[src/rtl/alu_if.sv]
// alu_if: operand/result handshake bundle for alu_pipe (master=upstream+downstream driver side, slave=alu)
interface alu_if #(parameter int BUS = 8);
  logic           in_valid;
  logic           in_ready;
  logic [BUS-1:0] a;
  logic [BUS-1:0] b;
  logic [3:0]     op_code;
  logic           out_valid;
  logic           out_ready;
  logic [BUS-1:0] y;
  logic [BUS-1:0] y_hi;
  logic           carry_out;
  logic           borrow;
  logic           overflow;
  logic           zero;
  logic           parity;
  logic           invalid_opcode;
  logic           busy;
  modport master (
    output in_valid, a, b, op_code, out_ready,
    input  in_ready, out_valid, y, y_hi, carry_out, borrow, overflow, zero, parity, invalid_opcode, busy
  );
  modport slave (
    input  in_valid, a, b, op_code, out_ready,
    output in_ready, out_valid, y, y_hi, carry_out, borrow, overflow, zero, parity, invalid_opcode, busy
  );
endinterface

[src/rtl/alu_pipe.sv]
// alu_pipe: registered ALU with shift-add MUL; clk/rst plus alu_if.slave s (in_valid/in_ready/a/b/op_code in, out_valid/out_ready/y/y_hi/flags/busy out)
module alu_pipe #(
  parameter int BUS = 8
) (
  input logic clk,
  input logic rst,
  alu_if.slave s
);
  localparam int CW = $clog2(BUS);
  localparam logic [CW-1:0] LAST = CW'(BUS - 1);
  localparam logic [0:0] IDLE = 1'b0;
  localparam logic [0:0] MUL  = 1'b1;
  logic [0:0]       state;
  logic [CW-1:0]    count;
  logic [BUS-1:0]   ma;
  logic [2*BUS-1:0] p;
  logic [2*BUS-1:0] p_next;
  logic [BUS:0]     step;
  logic             c_flag;
  logic             ov_r, co_r, bo_r, of_r, inv_r;
  logic [BUS-1:0]   y_r, yh_r;
  logic [3:0]       op;
  logic             acc, is_add, is_sub;
  logic [BUS-1:0]   bb, r_y;
  logic [BUS:0]     add_r, sub_r;
  logic             r_c, r_b, r_o;
  assign op      = s.op_code;
  assign acc     = s.in_valid && s.in_ready;
  assign is_add  = op == 4'd1 || op == 4'd2 || op == 4'd4;
  assign is_sub  = op == 4'd3 || op == 4'd5;
  assign bb      = (op == 4'd4 || op == 4'd5) ? BUS'(1) : s.b;
  assign add_r   = {1'b0, s.a} + {1'b0, bb} + {{BUS{1'b0}}, op == 4'd2 && c_flag};
  assign sub_r   = {1'b0, s.a} - {1'b0, bb};
  assign r_c     = is_add && add_r[BUS];
  assign r_b     = is_sub && sub_r[BUS];
  assign r_o     = is_add ? (s.a[BUS-1] == bb[BUS-1]) && (add_r[BUS-1] != s.a[BUS-1]) :
                   is_sub ? (s.a[BUS-1] != bb[BUS-1]) && (sub_r[BUS-1] != s.a[BUS-1]) : 1'b0;
  assign r_y     = is_add ? add_r[BUS-1:0] :
                   is_sub ? sub_r[BUS-1:0] :
                   op == 4'd6 ? s.a & s.b :
                   op == 4'd7 ? ~s.a :
                   op == 4'd8 ? {s.a[BUS-2:0], s.a[BUS-1]} :
                   op == 4'd9 ? {s.a[0], s.a[BUS-1:1]} : '0;
  // product register holds {partial_hi, remaining multiplier}; each step adds and shifts right
  assign step    = {1'b0, p[2*BUS-1:BUS]} + (p[0] ? {1'b0, ma} : '0);
  assign p_next  = {step, p[BUS-1:1]};
  assign s.in_ready       = state == IDLE && (!ov_r || s.out_ready);
  assign s.busy           = state == MUL;
  assign s.out_valid      = ov_r;
  assign s.y              = y_r;
  assign s.y_hi           = yh_r;
  assign s.carry_out      = co_r;
  assign s.borrow         = bo_r;
  assign s.overflow       = of_r;
  assign s.invalid_opcode = inv_r;
  assign s.zero           = ~|{yh_r, y_r};
  assign s.parity         = ^y_r;
  always_ff @(posedge clk) begin
    if (rst) begin
      state  <= IDLE;
      count  <= '0;
      ma     <= '0;
      p      <= '0;
      c_flag <= 1'b0;
      ov_r   <= 1'b0;
      y_r    <= '0;
      yh_r   <= '0;
      co_r   <= 1'b0;
      bo_r   <= 1'b0;
      of_r   <= 1'b0;
      inv_r  <= 1'b0;
    end else begin
      if (s.out_ready) ov_r <= 1'b0;
      if (acc && op == 4'd10) begin
        state <= MUL;
        count <= '0;
        ma    <= s.a;
        p     <= {{BUS{1'b0}}, s.b};
      end else if (acc) begin
        ov_r  <= 1'b1;
        y_r   <= r_y;
        yh_r  <= '0;
        co_r  <= r_c;
        bo_r  <= r_b;
        of_r  <= r_o;
        inv_r <= op == 4'd0 || op > 4'd11;
        if (is_add) c_flag <= r_c;
        else if (op == 4'd11) c_flag <= 1'b0;
      end else if (state == MUL) begin
        p     <= p_next;
        count <= count + 1'b1;
        if (count == LAST) begin
          state <= IDLE;
          ov_r  <= 1'b1;
          y_r   <= p_next[BUS-1:0];
          yh_r  <= p_next[2*BUS-1:BUS];
          co_r  <= 1'b0;
          bo_r  <= 1'b0;
          of_r  <= 1'b0;
          inv_r <= 1'b0;
        end
      end
    end
  end
endmodule

[src/flat_wrapper.sv]
// flat-port wrapper written by rule: the top's interface ports become plain ports
module alu_pipe_flat 
#(
  parameter int BUS = 8
)
  (clk, rst, s_in_valid, s_a, s_b, s_op_code, s_out_ready, s_in_ready, s_out_valid, s_y, s_y_hi, s_carry_out, s_borrow, s_overflow, s_zero, s_parity, s_invalid_opcode, s_busy);
  alu_if #(.BUS(BUS)) s_i ();
  input logic clk;
  input logic rst;
  input wire logic [$bits(s_i.in_valid)-1:0] s_in_valid;
  input wire logic [$bits(s_i.a)-1:0] s_a;
  input wire logic [$bits(s_i.b)-1:0] s_b;
  input wire logic [$bits(s_i.op_code)-1:0] s_op_code;
  input wire logic [$bits(s_i.out_ready)-1:0] s_out_ready;
  output wire logic [$bits(s_i.in_ready)-1:0] s_in_ready;
  output wire logic [$bits(s_i.out_valid)-1:0] s_out_valid;
  output wire logic [$bits(s_i.y)-1:0] s_y;
  output wire logic [$bits(s_i.y_hi)-1:0] s_y_hi;
  output wire logic [$bits(s_i.carry_out)-1:0] s_carry_out;
  output wire logic [$bits(s_i.borrow)-1:0] s_borrow;
  output wire logic [$bits(s_i.overflow)-1:0] s_overflow;
  output wire logic [$bits(s_i.zero)-1:0] s_zero;
  output wire logic [$bits(s_i.parity)-1:0] s_parity;
  output wire logic [$bits(s_i.invalid_opcode)-1:0] s_invalid_opcode;
  output wire logic [$bits(s_i.busy)-1:0] s_busy;
  assign s_i.in_valid = s_in_valid;
  assign s_i.a = s_a;
  assign s_i.b = s_b;
  assign s_i.op_code = s_op_code;
  assign s_i.out_ready = s_out_ready;
  assign s_in_ready = s_i.in_ready;
  assign s_out_valid = s_i.out_valid;
  assign s_y = s_i.y;
  assign s_y_hi = s_i.y_hi;
  assign s_carry_out = s_i.carry_out;
  assign s_borrow = s_i.borrow;
  assign s_overflow = s_i.overflow;
  assign s_zero = s_i.zero;
  assign s_parity = s_i.parity;
  assign s_invalid_opcode = s_i.invalid_opcode;
  assign s_busy = s_i.busy;
  alu_pipe #(.BUS(BUS)) u_core (.clk(clk), .rst(rst), .s(s_i));
endmodule
[config.mk]
export PLATFORM = sky130hd
export DESIGN_NAME = alu_pipe_flat
export DESIGN_NICKNAME = d
export VERILOG_FILES = /design/src/rtl/alu_if.sv /design/src/rtl/alu_pipe.sv /design/src/flat_wrapper.sv
export SDC_FILE = /design/constraint.sdc
export NUM_CORES = 1
export LEC_CHECK = 0
export CAP_MARGIN = 30
export CORE_ASPECT_RATIO = 0.7
export CORE_MARGIN = 8
export CORE_UTILIZATION = 30
export DETAILED_ROUTE_END_ITERATION = 12
export GPL_TIMING_DRIVEN = 0
export PLACE_DENSITY = 0.56
export SLEW_MARGIN = 10
export SYNTH_ARGS = -nofsm -noshare
export SYNTH_HDL_FRONTEND = slang
export SYNTH_SLANG_ARGS = --single-unit
[constraint.sdc]
create_clock -name clk -period 2.95 [get_ports clk]
set_clock_uncertainty 0.1 [all_clocks]
set_input_delay 0.59 -clock clk [delete_from_list [all_inputs] [get_ports clk]]
set_output_delay 0.59 -clock clk [all_outputs]
set_load 0.005 [all_outputs]
==> out/results.ini <==
[die]
start_util_pct = 30.3
die_y_um = 109
die_area_um2 = 16300
chipWidth_um = 149
coreArea_um2 = 12300
num_io_pins = 49
row_count = 34

[layout]
antenna_cells = 0
fillers = 1264
layout-drive-gt1-share_pct = 10.7
syn_to_final_growth_pct = 25.0
final_core_utilization_pct = 37.9
finalNonFillerCells = 683
fin_nets = 577

[timing]
period_minus_slack_ns = 2.86
setup_viol = 0
setup_tns_ns = 0
maxSlewHeadroom_pct = 50.4
hold_ws_ns = 0.358
setup_slack_ns = 0.0937
finalHoldViolations = 0
timing.final.crit_share_pct = 96.8
tightest_slew_ns = 0.741
slew_viol_final = 0
fmax_mhz = 350

[worst_setup_path]
criticalPathCategory = input pin to flip-flop
r2r_start = u_core.c_flag
rr_worst_depth = 11
slowest_delay_ns = 0.56
end_kind = flip-flop
startpoint_type = input pin
critPathSlowestCell = clkdlybuf4s50_1
critPathLaunch = s_b[1]
required_ns = 3.01
path_max_fanout = 3
critPathArrivalTime_ns = 2.91
crit_chain = clkdlybuf4s50_1 -> nand2_1 -> ha_1 -> nor2_1 -> or3_1 -> a21oi_2 -> o2bb2ai_1 -> o31ai_1 -> o41ai_2 -> a21oi_1
rrSetupSlack_ns = 0.41

[routing]
vias = 3572
wl_mm = 11.8
firstDrtPassIters = 5
drtIter0Drc = 244
route.detailed.drc = 0
via_per_inst = 5.23
antenna_left = 0
wire_per_inst_um = 17.3

[synth]
synth_area_leaders = dfxtp_1 (27%), ha_1 (9.7%), a21oi_1 (6.2%)
synth_area_um2 = 3730
yosysMostFrequentCell = nor2_1
synth_commonest_cells = nor2_1 (52), dfxtp_1 (50), nand2_1 (50)
syn_inst = 467
synth_seq_area_share_pct = 26.8
synthFlopType = dfxtp_1
async_reset_ff_share_pct = 0
synth-seq-cells = 50
synth_edf_count = 0
syn-mean-instance-area_um2 = 7.99
synth_nets = 524
yosys.area.top_type = dfxtp_1
ys_warn_count = 0
yosysUniqueCellTypes = 62
yosysTopAreaCellShare_pct = 26.8

[global_routing]
grt_use_met1_pct = 21.1
grt_start_max_net_pins = 16
grt_pass1_vias = 3542
grtUsageMet3_pct = 3.54
track_usage_pct = 14.8
grt_overflow = 0
grt_antenna_before_repair = 0
grt_util_met2_pct = 22.3
grt_busiest_layer = met2
grt_pass1_wl_mm = 19.2

[cts]
cts_buffers = 5
cts-root-buf = clkbuf_16
cts_tree = yes
clkSinkCount = 50
hold_buffers = 0
cts.path.max_buffers = 2
clk_pin_slew_ns = 0.07
clk_latency_ns = 0.29
htreeDepth = 2

[place]
io_buffers = 46
placed_cells_incl_taps = 675
gp_congestion = 0.871
hpwl_mm = 9.48
post-place-ws_ns = -0.898

[job]
cap_viol_max_count = 0

[power_and_ir_drop]
power-per-cell-area_nw_per_um2 = 387
p_int_mw = 1.26
pwr-share-clk_pct = 33.1
power_frac_comb_pct = 27.7
seqPwrFrac_pct = 39.2
switching_share_pct = 30.0
power.leakage_nw = 1.78
irDropWorstVdd_v = 0.000218
power.switching_mw = 0.541

[run_status]
outcome = completed

[worst_hold_path]
min_from = u_core.ma[4]
hold-path-cell-count = 2
hp-class = flip-flop to flip-flop

==> layer usage <==
| metal | wire length (um) | vias up |
|---|---|---|
| met5 | 0 | - |
| met2 | 4860 | 136 |
| met4 | 168 | 0 |
| met3 | 923 | 13 |
| li1 | - | 1768 |
| met1 | 5890 | 1655 |
==> final timing paths <==
| kind | end |
|---|---|
| setup / recovery | u_core.s.y[7] |
| hold / removal | u_core.ma[4] |
| setup reg to reg | u_core.s.y[6] |
| hold reg to reg | u_core.ma[4] |
==> placed cells by master, fill, tap and decap left out, types with 4 or more instances in the layout <==
cell and instances:
nor3_1 14, o21a_1 4, clkbuf_16 5, ha_1 27, a211oi_1 7, o22ai_1 6, a21oi_1 43, buf_2 5
clkdlybuf4s50_1 41, nand2_1 50, o21ai_0 11, nor2b_1 10, nor2_1 50, a22oi_1 13, inv_1 25, buf_6 7
clkbuf_1 10, mux2i_1 16, dfxtp_1 50, nand2b_1 6, a31oi_1 4, or3_1 4, xor2_1 4, xnor2_1 13
nor2_4 4, buf_4 4, and2_1 10
==> power groups by stage <==
stage                     registers, mW  clock network, mW  logic, mW
final                             0.707              0.596      0.499
after floorplan                   0.719                  0      0.296
after detailed placement          0.722                  0      0.482
after global routing              0.708              0.643      0.546
after CTS                         0.706              0.609      0.490
after global placement            0.721                  0      0.475
==> stage by stage <==
step | total power [mW] | area (um2)
after floorplan | 1.01 | 3780
after global placement | 1.20 | 4440
after detailed placement | 1.20 | 4440
after CTS | 1.81 | 4610
after global routing | 1.90 | 4660
final | 1.80 | 4660
==> cell families after synthesis <==
| logic type | Yosys count | share of synthesized area [%] |
|---|---|---|
| compound gates | 125 | 22.6 |
| xor+xnor | 17 | 3.99 |
| fa+ha+maj | 33 | 11.9 |
| buf+inv | 52 | 6.77 |
| flops | 50 | 26.8 |
| mux | 17 | 4.59 |
| simple gates | 173 | 23.3 |
==> sequential cells by signal, summed over array words and instances, names as in the netlist <==
name and cells:
u_core.c_flag 1, u_core.count 3, u_core.ma 8, u_core.p 16, u_core.s.borrow 1, u_core.s.busy 1, u_core.s.carry_out 1, u_core.s.invalid_opcode 1
u_core.s.out_valid 1, u_core.s.overflow 1, u_core.s.y 8, u_core.s.y_hi 8
==> critical path, delay by kind of cell <==
kind / cells / cell delay, ns
compound gates: 5 / 0.91
fa+ha+maj: 1 / 0.32
buf+inv: 1 / 0.56
simple gates: 3 / 0.54
==> cell type report <==
| class | instances | area [um2] | share of cell area (%) |
|---|---|---|---|
| repair buffers | 50 | 497 | 10.7 |
| flip-flops and latches | 50 | 1000 | 21.5 |
| plain buffers | 20 | 135 | 2.90 |
| clock inverters | 1 | 8.76 | 0.188 |
| well taps | 162 | 203 | 4.35 |
| clock buffers | 7 | 143 | 3.06 |
| multi-input cells | 365 | 2570 | 55.0 |
| inverters | 28 | 110 | 2.36 |
==> what timing repair did <==
item | CTS | global route
resized for setup | 20 | 15
pin swaps | 4 | 8
cloned | 0 | 0
buffers inserted | 0 | 4
setup endpoints to repair | 12 | 6
(Power assumes the default switching activity.)
==> RTL edit: new RTL, same settings <==
`BUS` is set to 8 in 3 places; all go to 16.
--- a/src/rtl/alu_if.sv
+++ b/src/rtl/alu_if.sv
@@ -1,3 +1,3 @@
 // alu_if: operand/result handshake bundle for alu_pipe (master=upstream+downstream driver side, slave=alu)
-interface alu_if #(parameter int BUS = 8);
+interface alu_if #(parameter int BUS = 16);
   logic           in_valid;
--- a/src/rtl/alu_pipe.sv
+++ b/src/rtl/alu_pipe.sv
@@ -2,3 +2,3 @@
 module alu_pipe #(
-  parameter int BUS = 8
+  parameter int BUS = 16
 ) (
--- a/src/flat_wrapper.sv
+++ b/src/flat_wrapper.sv
@@ -3,3 +3,3 @@
 #(
-  parameter int BUS = 8
+  parameter int BUS = 16
 )
Ports: changed (resized s_a, s_b, s_y and s_y_hi); port bits go from 49 to 81. The function was not compared with the original's and may differ.
==> RTL edit against the unedited design <==
  * The flow now finishes with violations (setup timing)
  * Via count grew 120%
  * Utilization grew 2.6 points
  * Maximum frequency shrank 10%
  * Hold slack lost 0.010 ns
  * Worst setup slack lost 0.32 ns
  * Synthesized area grew 93%
  * Final area grew 110%
  * Sequential cell count grew 41
  * Power grew 100%
  * Wire length grew 140%
  * Combinational power grew 140%
  * Critical endpoint is now u_core.s.y[15]
  * Largest cell class unchanged
  * Highest routed layer unchanged
==> RTL edit: results (changes against the unedited design) <==
[final_layout]
seq_area_mm2 = 0.001828  ; was 0.001001 mm2
largest_reg_flops = 32  ; was 16
num-multi-input-gates = 738  ; was 365
clock_cell_area_share_pct = 3.047  ; was 3.247%
seq-cell-share_pct = 19.11  ; was 21.46%
clkbuf_count = 9  ; was 7
stdcell_count = 1373  ; was 683
multi_input_area_share_pct = 58.06  ; was 55.03%
fin_nets = 1152  ; was 577
num-nonclk-buffers = 155  ; was 70

[logic_synthesis]
synthTopCellsByArea = dfxtp_1, ha_1, nand2_1  ; was dfxtp_1, ha_1, a21oi_1
synth_fp_nets = 1042  ; was 524
synth_cells = 941  ; was 467
yosysSeqAreaShare_pct = 25.34  ; was 26.83%
synth.distinct_cells = 79  ; was 62
synthTopCellsByCount = nand2_1, dfxtp_1, a21oi_1  ; was nor2_1, dfxtp_1, nand2_1

[setup_path]
cp_top_family = simple AND/OR/NAND/NOR gates  ; was compound AO/OA/AOI/OAI gates
worst-path-max-fanout = 7  ; was 3
max_stage_delay_ns = 0.38  ; was 0.56 ns
cpMaxStageDelayCell = or3_4  ; was clkdlybuf4s50_1
r2r_cells = 9  ; was 11
worstPathArrival_ns = 3.26  ; was 2.91 ns

[cts]
insertion_delay_ns = 0.35  ; was 0.29 ns
cts_max_level = 3  ; was 2
cts.sinks = 91  ; was 50

[routing]
dr_wl_met3_um = 2434  ; was 923 um
wl_met1_um = 14730  ; was 5893 um
post_drt_wl_per_cell_um = 21.06  ; was 17.34 um
top_layer = met4  ; unchanged
first_iter_violations = 941  ; was 244
met2_length_um = 11410  ; was 4860 um

[power]
swShare_pct = 33.99  ; was 30.01%
p_seq_share_pct = 35.0  ; was 39.2%
p_leak_nw = 3.606  ; was 1.777 nW
peakVddDrop_v = 0.0003173  ; was 0.0002184 V
pwr_density_cell_mw_per_mm2 = 384.2  ; was 386.5 mW/mm2

[placed_design]
dp.final_hpwl_um = 22050  ; was 9477 um
placedInstanceArea_mm2 = 0.008496  ; was 0.004442 mm2
dpl_worst_slack_ns = -1.394  ; was -0.8985 ns
place_congestion = 0.9129  ; was 0.8711
numPortBuffers = 78  ; was 46
placedCellCount = 1337  ; was 675

[status]
run_status = finished with violations  ; was finished clean
violations = setup timing

[global_routing]
grt_pass1_wl_um = 44690  ; was 19160 um
top_usage_layer = met1  ; was met2
first_global_vias = 7473  ; was 3542
met1_usage_pct = 30.12  ; was 21.07%
met2_usage_pct = 26.22  ; was 22.31%

[sta]
relSlewSlack_pct = 41.55  ; was 50.38%
finalSetupViolations = 13  ; was 0
worst_slack_ns = -0.2243  ; was 0.09365 ns

[worst_hold_path]
min_path_cells = 2  ; unchanged

RTL edit: cell families after synthesis:
| group | count (synthesis) | share of synthesized area, % |
|---|---|---|
| simple gates | 324 | 21.90 |
| compound gates | 303 | 28.90 |
| buf+inv | 112 | 6.301 |
| flops | 91 | 25.34 |
| fa+ha+maj | 61 | 11.04 |
| xor+xnor | 26 | 3.168 |
| mux | 24 | 3.359 |
RTL edit: timing repair:
item / in CTS / in global routing
setup buffers: 25 / 9
gates resized for setup: 120 / 55
pin swaps: 53 / 34
endpoints found under the setup margin: 52 / 40
hold buffers: 0 / 0
cloned: 0 / 0
RTL edit: worst paths after layout:
check | to | start | slack [ns]
worst max-delay path | u_core.s.y[15] | s_op_code[3] | -0.22
worst max register to register | u_core.p[27] | u_core.p[0] | 0.09
worst min-delay path | u_core.s.carry_out | u_core.s.carry_out | 0.35
worst min register to register | u_core.s.carry_out | u_core.s.carry_out | 0.35
